File: src/rtl/imem_loader_pkg.sv
// Shared loader constants and FSM encoding, also imported by the CPU top.
package imem_loader_pkg;

  localparam int LOADER_DEPTH  = 256;
  localparam int LOADER_ADDR_W = 8;

  typedef enum logic [1:0] {
    CLEAR = 2'd0,
    LOAD  = 2'd1,
    DONE  = 2'd2
  } state_t;

endpackage

File: src/rtl/imem_loader_word_packer.sv
// Packs accepted bytes little-endian into 32-bit words and emits a one-cycle
// word_valid pulse with the finished (zero-padded on last) word.
module word_packer (
  input  logic        clk,
  input  logic        rst_n,
  input  logic [7:0]  data_byte,
  input  logic        strobe,
  input  logic        last,
  output logic        completing,
  output logic        word_valid,
  output logic [31:0] word
);

  logic [1:0]  idx_reg;
  logic [31:0] merged;
  logic [31:0] word_reg;
  logic        valid_reg;

  assign completing = strobe && (last || idx_reg == 2'd3);

  // Each lane holds its byte until the word completes; lanes above the
  // current index stay zero, which gives the zero pad on a short last word.
  genvar gi;
  generate
    for (gi = 0; gi < 4; gi++) begin : g_lane
      logic [7:0] lane_reg;
      logic       hit;

      assign hit = strobe && (idx_reg == 2'(gi));
      assign merged[8*gi +: 8] = hit ? data_byte : lane_reg;

      always_ff @(posedge clk or negedge rst_n) begin
        if (!rst_n) begin
          lane_reg <= 8'd0;
        end else if (completing) begin
          lane_reg <= 8'd0;
        end else if (hit) begin
          lane_reg <= data_byte;
        end
      end
    end
  endgenerate

  always_ff @(posedge clk or negedge rst_n) begin
    if (!rst_n) begin
      idx_reg   <= 2'd0;
      word_reg  <= 32'd0;
      valid_reg <= 1'b0;
    end else begin
      valid_reg <= completing;
      if (completing) begin
        idx_reg  <= 2'd0;
        word_reg <= merged;
      end else if (strobe) begin
        idx_reg <= idx_reg + 2'd1;
      end
    end
  end

  assign word_valid = valid_reg;
  assign word       = word_reg;

endmodule

File: src/rtl/imem_loader.sv
// Instruction memory loader: zero-fills the memory, then streams program
// bytes into it as words and raises start_o when the program is complete.
module imem_loader
  import imem_loader_pkg::*;
#(
  parameter int DEPTH  = LOADER_DEPTH,
  parameter int ADDR_W = LOADER_ADDR_W
) (
  input  logic              clk_i,
  input  logic              rst_i,
  input  logic [7:0]        byte_i,
  input  logic              valid_i,
  input  logic              last_i,
  output logic              ready_o,
  output logic              imem_we_o,
  output logic [ADDR_W-1:0] imem_addr_o,
  output logic [31:0]       imem_data_o,
  output logic              start_o,
  output logic [ADDR_W:0]   words_o,
  output logic              overflow_o
);

  state_t            state_reg, state_next;
  logic [ADDR_W-1:0] clr_addr_reg;
  logic [ADDR_W:0]   words_reg;
  logic [ADDR_W-1:0] wr_addr_reg;
  logic              overflow_reg;

  logic        ready;
  logic        clearing;
  logic        accept;
  logic        full;
  logic        pack_strobe;
  logic        completing;
  logic        word_valid;
  logic [31:0] word;

  always_ff @(posedge clk_i or negedge rst_i) begin
    if (!rst_i) begin
      state_reg <= CLEAR;
    end else begin
      state_reg <= state_next;
    end
  end

  always_comb begin
    state_next = state_reg;
    ready      = 1'b0;
    clearing   = 1'b0;
    case (state_reg)
      CLEAR: begin
        // Masked by rst_i so no write strobe leaks out while held in reset.
        clearing = rst_i;
        if (clr_addr_reg == ADDR_W'(DEPTH - 1)) begin
          state_next = LOAD;
        end
      end
      LOAD: begin
        ready = 1'b1;
        if (valid_i && last_i) begin
          state_next = DONE;
        end
      end
      DONE: begin
        state_next = DONE;
      end
      default: begin
        state_next = CLEAR;
      end
    endcase
  end

  assign accept      = valid_i && ready;
  assign full        = (words_reg == (ADDR_W + 1)'(DEPTH));
  assign pack_strobe = accept && !full;

  word_packer u_packer (
    .clk        (clk_i),
    .rst_n      (rst_i),
    .data_byte  (byte_i),
    .strobe     (pack_strobe),
    .last       (last_i),
    .completing (completing),
    .word_valid (word_valid),
    .word       (word)
  );

  // The write address is captured when the word completes, so words_o
  // already shows the new count during the write cycle.
  always_ff @(posedge clk_i or negedge rst_i) begin
    if (!rst_i) begin
      clr_addr_reg <= '0;
      words_reg    <= '0;
      wr_addr_reg  <= '0;
      overflow_reg <= 1'b0;
    end else begin
      if (state_reg == CLEAR) begin
        clr_addr_reg <= clr_addr_reg + 1'b1;
      end
      if (completing) begin
        words_reg   <= words_reg + 1'b1;
        wr_addr_reg <= words_reg[ADDR_W-1:0];
      end
      if (accept && full) begin
        overflow_reg <= 1'b1;
      end
    end
  end

  assign ready_o     = ready;
  assign imem_we_o   = clearing || word_valid;
  assign imem_addr_o = clearing ? clr_addr_reg : (word_valid ? wr_addr_reg : '0);
  assign imem_data_o = word_valid ? word : 32'd0;
  assign start_o     = (state_reg == DONE);
  assign words_o     = words_reg;
  assign overflow_o  = overflow_reg;

endmodule

File: config.mk
export PLATFORM = sky130hd
export DESIGN_NAME = imem_loader
export DESIGN_NICKNAME = d
export VERILOG_FILES = /design/src/rtl/imem_loader_pkg.sv /design/src/rtl/imem_loader_word_packer.sv /design/src/rtl/imem_loader.sv
export SDC_FILE = /design/constraint.sdc
export NUM_CORES = 1
export LEC_CHECK = 0
export ABC_AREA = 1
export BUFFER_PORTS_ARGS = -buffer_cell sky130_fd_sc_hd__buf_2
export CAP_MARGIN = 20
export CELL_PAD_IN_SITES_DETAIL_PLACEMENT = 1
export CELL_PAD_IN_SITES_GLOBAL_PLACEMENT = 1
export CORE_ASPECT_RATIO = 0.6
export CORE_UTILIZATION = 46
export DETAILED_ROUTE_END_ITERATION = 10
export PLACE_DENSITY = 0.95
export SLEW_MARGIN = 20
export SYNTH_ARGS = -nofsm -noshare
export SYNTH_HDL_FRONTEND = slang
export SYNTH_SLANG_ARGS = --single-unit
File: constraint.sdc
create_clock -name clk_i -period 3.05 [get_ports clk_i]
set_clock_uncertainty 0.1 [all_clocks]
set_input_delay 0.305 -clock clk_i [delete_from_list [all_inputs] [get_ports clk_i]]
set_output_delay 0.305 -clock clk_i [all_outputs]
set_load 0.03 [all_outputs]
== Word level (Yosys, flattened, before mapping) ==
Index checks and enable logic that the tools add are counted.

* Bits in registers: 95
* Latch bits: 0
* RAM bits: 0
* Bits in read-only memories: 0
* Input port bits: 12
* Output and inout port bits: 53
* Word-level logic and storage cells: 58
* Memories: 0

* $add $sub $neg: 3
* Multiply operators: 0
* Divide/modulo/power cells: 0
* $lt $le $gt $ge: 0
* Equal/unequal tests: 9
* Shifts and indexed selects: 0
* Muxes and demuxes: 18
* Bitwise operators: 0
* Reduce and logical (&&, ||, !) cells: 16

{| class="wikitable"
|+ Operators with widths
! operator !! count
|-
| 2-to-1 mux 8 bit || 10
|-
| 2-to-1 mux 32 bit || 1
|-
| adder 9 x 1 -> 9 bit, second input constant || 1
|-
| == test 9 bit, second input constant || 1
|-
| logical AND 1 bit || 9
|-
| adder 8 x 1 -> 8 bit, second input constant || 1
|-
| == test 8 bit, second input constant || 1
|-
| 2-to-1 mux 2 bit || 4
|-
| == test 2 bit, second input constant || 3
|-
| one-hot mux 2 bit (3 select lines) || 1
|-
| == test 2 x 1 -> 1 bit, second input constant || 2
|-
| zero test 2 bit || 2
|-
| inequality test 2 bit, second input constant || 2
|-
| adder 2 x 1 -> 2 bit, second input constant || 1
|-
| logical OR 1 bit || 2
|-
| 2-to-1 mux 1 bit || 2
|-
| AND reduction 2 bit || 1
|-
| nonzero test 2 bit || 1
|-
| zero test 1 bit || 1
|}

== Depth between registers and ports, before layout ==
* Depth in word-level cells: 7
* Depth in mapped cells: 12
* Mapped depth without buffers: 10

== By module ==
A second synthesis with hierarchy kept.

* Cells, all modules: 573
* Area, all modules: 4,609.4 um^2

{| class="wikitable"
|+ By module, submodules not included
! module !! instances !! cells an instance !! area an instance (um^2) !! sequential area each (um^2)
|-
| word_packer || 1 || 330 || 2,851.5 || 1,676.6
|-
| imem_loader || 1 || 243 || 1,757.9 || 700.7
|}

== Least setup slack after synthesis ==
No wires, ideal clock.

* Kind: register to output
* From: register state_reg[0]
* To: output imem_addr_o[1]
* Arrival: 1.800 ns
* Data required time: 2.645 ns
* Slack: 0.845 ns
* Cell stages (with the launch flop): 7
* Path buffers: 2
* Cells stage by stage: dfrtp_1 inv_1 ha_1 buf_2 nand2_1 clkbuf_1 o21ai_0

* Longest elaborated chain between the ends: 3

{| class="wikitable"
|+ RTL lines
! element !! line !! text
|-
| from (decl) || imem_loader.sv:23 || <nowiki>state_t state_reg, state_next;</nowiki>
|-
| from (signal assigned) || imem_loader.sv:42 || <nowiki>state_reg <= state_next;</nowiki>
|-
| zero test 2 bit || imem_loader.sv:50 || <nowiki>case (state_reg)</nowiki>
|-
| 2-to-1 mux 1 bit || imem_loader.sv:50 ||
|-
| 2-to-1 mux 8 bit || imem_loader.sv:112 || <nowiki>assign imem_addr_o = clearing ? clr_addr_reg : (word_valid ? wr_addr_reg : '0);</nowiki>
|-
| to (decl) || imem_loader.sv:16 || <nowiki>output logic [ADDR_W-1:0] imem_addr_o,</nowiki>
|}

No other way between the ends.

== Worst setup path in the final report ==
* From: register state_reg[0]
* To: output imem_addr_o[5]

Same word-level chain as after synthesis.

==> impl_metrics.tcl <==
set metrics [dict create \
    min_period_ns 2.652 \
    outcome "completed" \
    grt_max_degree 58 \
    row_count 28 \
    critPathLaunch "state_reg[0]" \
    drt_drc_violations_left 0 \
    drive_above_1_share_pct 18.20 \
    vias_per_cell 5.333 \
    worst_pin_slew_ns 0.8491 \
    cts.htree.levels 3 \
    peakVddDrop_mv 0.3021 \
    clkLatencyLatePin_ns 0.35 \
    antenna_found_initial 0 \
    hold_viol_final 0 \
    min_from "valid_i" \
    synth_commonest_cells "nand2_1, dfrtp_1, inv_1" \
    synth.net_count 645 \
    io_pins 65 \
    drt_iter0_drc 261 \
    grt_use_total_pct 28.72 \
    drv_cap 0 \
    multi_input_area_um2 1962 \
    p_leak_uw 0.003327 \
    syn_inst 623 \
    synth_seq_cells 95 \
    yosysMostFrequentCell "nand2_1" \
    final_nets 695 \
    async_reset_ff_share_pct 100.0 \
    synth_area_leader_cell "dfrtp_1" \
    core_region_area_um2 10120 \
    startpoint_type "register" \
    holdCritPathClass "in -> reg" \
    start_util_pct 48.60 \
    cp-end-kind "output pin" \
    dr.pass1.iters 4 \
    antenna_cells 0 \
    fin_cells 811 \
    syn_to_final_growth_pct 13.07 \
    die_h_um 82.12 \
    syn_area_per_cell_um2 7.899 \
    die-area_um2 11130 \
    relSlewSlack_pct 43.39 \
    cts_tree "yes" \
    fin_crit_sh_pct 86.95 \
    grt_pass1_vias 4562 \
    ys_seq_area_share_pct 48.31 \
    busiest_layer "met2" \
    dp_cells 796 \
    finalSetupTns_ns 0 \
    r2r_start "words_o[0]" \
    netlist.area_leader.share_pct 48.31 \
    use_met2_pct 48.31 \
    portBuffers 64 \
    cts_root_buffer "clkbuf_16" \
    final_util_pct 54.96 \
    antenna_left 0 \
    worst_ep_required_time_ns 2.64 \
    ys.flop_type "dfrtp_1" \
    ys_warn_count 0 \
    clk_transition_reported_paths_ns 0.07 \
    setup_violations 0 \
    synth.area.top_cells "dfrtp_1, nand2_1, inv_1" \
    cts_buffers 9 \
    overflow 0 \
    critPathMaxFanout 17 \
    netlist_area_um2 4921 \
    grt_pass1_wl_um 23760 \
    post_drt_wl_per_cell_um 17.95 \
    clockBufferDepth 2 \
    dp_hpwl_um 9699 \
    worst_ep_arrival_time_ns 2.25 \
    grtUsageMet1_pct 36.85 \
    finalWeightedCongestion 0.8589 \
    use_met3_pct 6.349 \
    synth_edf_count 0 \
    dr_total_vias 4325 \
    routed_wl_um 14560 \
    die_w_um 135.5 \
    holdWs_ns 0.2041 \
    fillers 1282 \
    drv_slew 0 \
    clkSinkCount 95 \
    seqCellArea_um2 2377 \
    max_freq_mhz 377.1 \
    criticalPathCategory "reg -> out" \
    ys_types 30 \
    rsz0062_at_grt "false" \
    power_density_nw_per_um2 452.3 \
]
[power by group]
part           switching (µW)  internal [µW]  total (µW)  leakage, µW
combinational            51.6           12.4        64.0      0.00207
sequential                  0           1260        1260      0.00111
clock                     485            709        1190     0.000144
total                     536           1980        2520      0.00333
[worst max-delay path, stage by stage (launching register included)]
cell and delay, ns:
dfrtp_1 0.40, inv_1 0.11, ha_1 0.39, nand2_1 0.42, o21ai_0 0.33, buf_2 0.24
[final timing paths]
check / cells past startpoint / slack, ns / endpoint
worst max-delay path: 5 / 0.40 / imem_addr_o[5]
worst min-delay path: 3 / 0.20 / overflow_o
worst max register to register: 11 / 0.45 / words_o[2]
worst min register to register: 1 / 0.38 / clr_addr_reg[7]
max in group asynchronous: 4 / 1.18 / words_o[3]
min in group asynchronous: 3 / 0.52 / words_o[7]
[area by class of cell]
cell class                 count  share of cell area, %
clock buffer                  10                  4.115
sequential                    95                  42.73
inverter                      98                  6.679
clock inverter                 4                  1.304
tap                          135                  3.036
timing repair buffer          70                  6.881
multi-input combinational    399                  35.26
[cell families after synthesis]
| kind of cell | share of synthesized area [%] |
|---|---|
| adder cells (fa/ha/maj) | 2.543 |
| flip-flops | 48.31 |
| AND/OR/NAND/NOR | 32.82 |
| AO/OA/AOI/OAI | 2.899 |
| XOR/XNOR | 1.602 |
| buffers and inverters | 11.82 |
[routing by layer]
layer	wire length, µm	up-vias	share of wire [%]
met1	6281	2144	43
li1	-	2013	-
met2	7111	136	49
met5	0	-	0
met4	351	0	2.4
met3	813	32	5.6
[layout by cell type, fill, tap and decap left out, drive strengths merged]
master / instances
nand2: 216
inv: 97
dfrtp: 95
buf: 69
nand3: 52
nor2: 47
nand4: 33
o21ai: 22
ha: 10
clkbuf: 10
xor2: 9
a21oi: 5
nor3: 3
clkinv: 2
bufinv: 2
and3: 1
o21bai: 1
clkinvlp: 1
dlygate4sd3: 1
[timing repair]
item                                   in CTS  in global routing
setup buffers                               0                  0
hold buffers                                1                  0
resized for setup                           0                  0
endpoints found under the hold margin      38                  0
[stage by stage]
stage               total power, µW  cell area [µm²]  setup slack (ns)
finish                         2517             5564            0.3980
global route                   2574             5564            0.2601
CTS                            2522             5564            0.4057
detailed placement             1347             5253            0.5336
global placement               1345             5253            0.7606
floorplan                      1301             4921            0.8446
No activity file was read; power rests on OpenSTA's default activity.
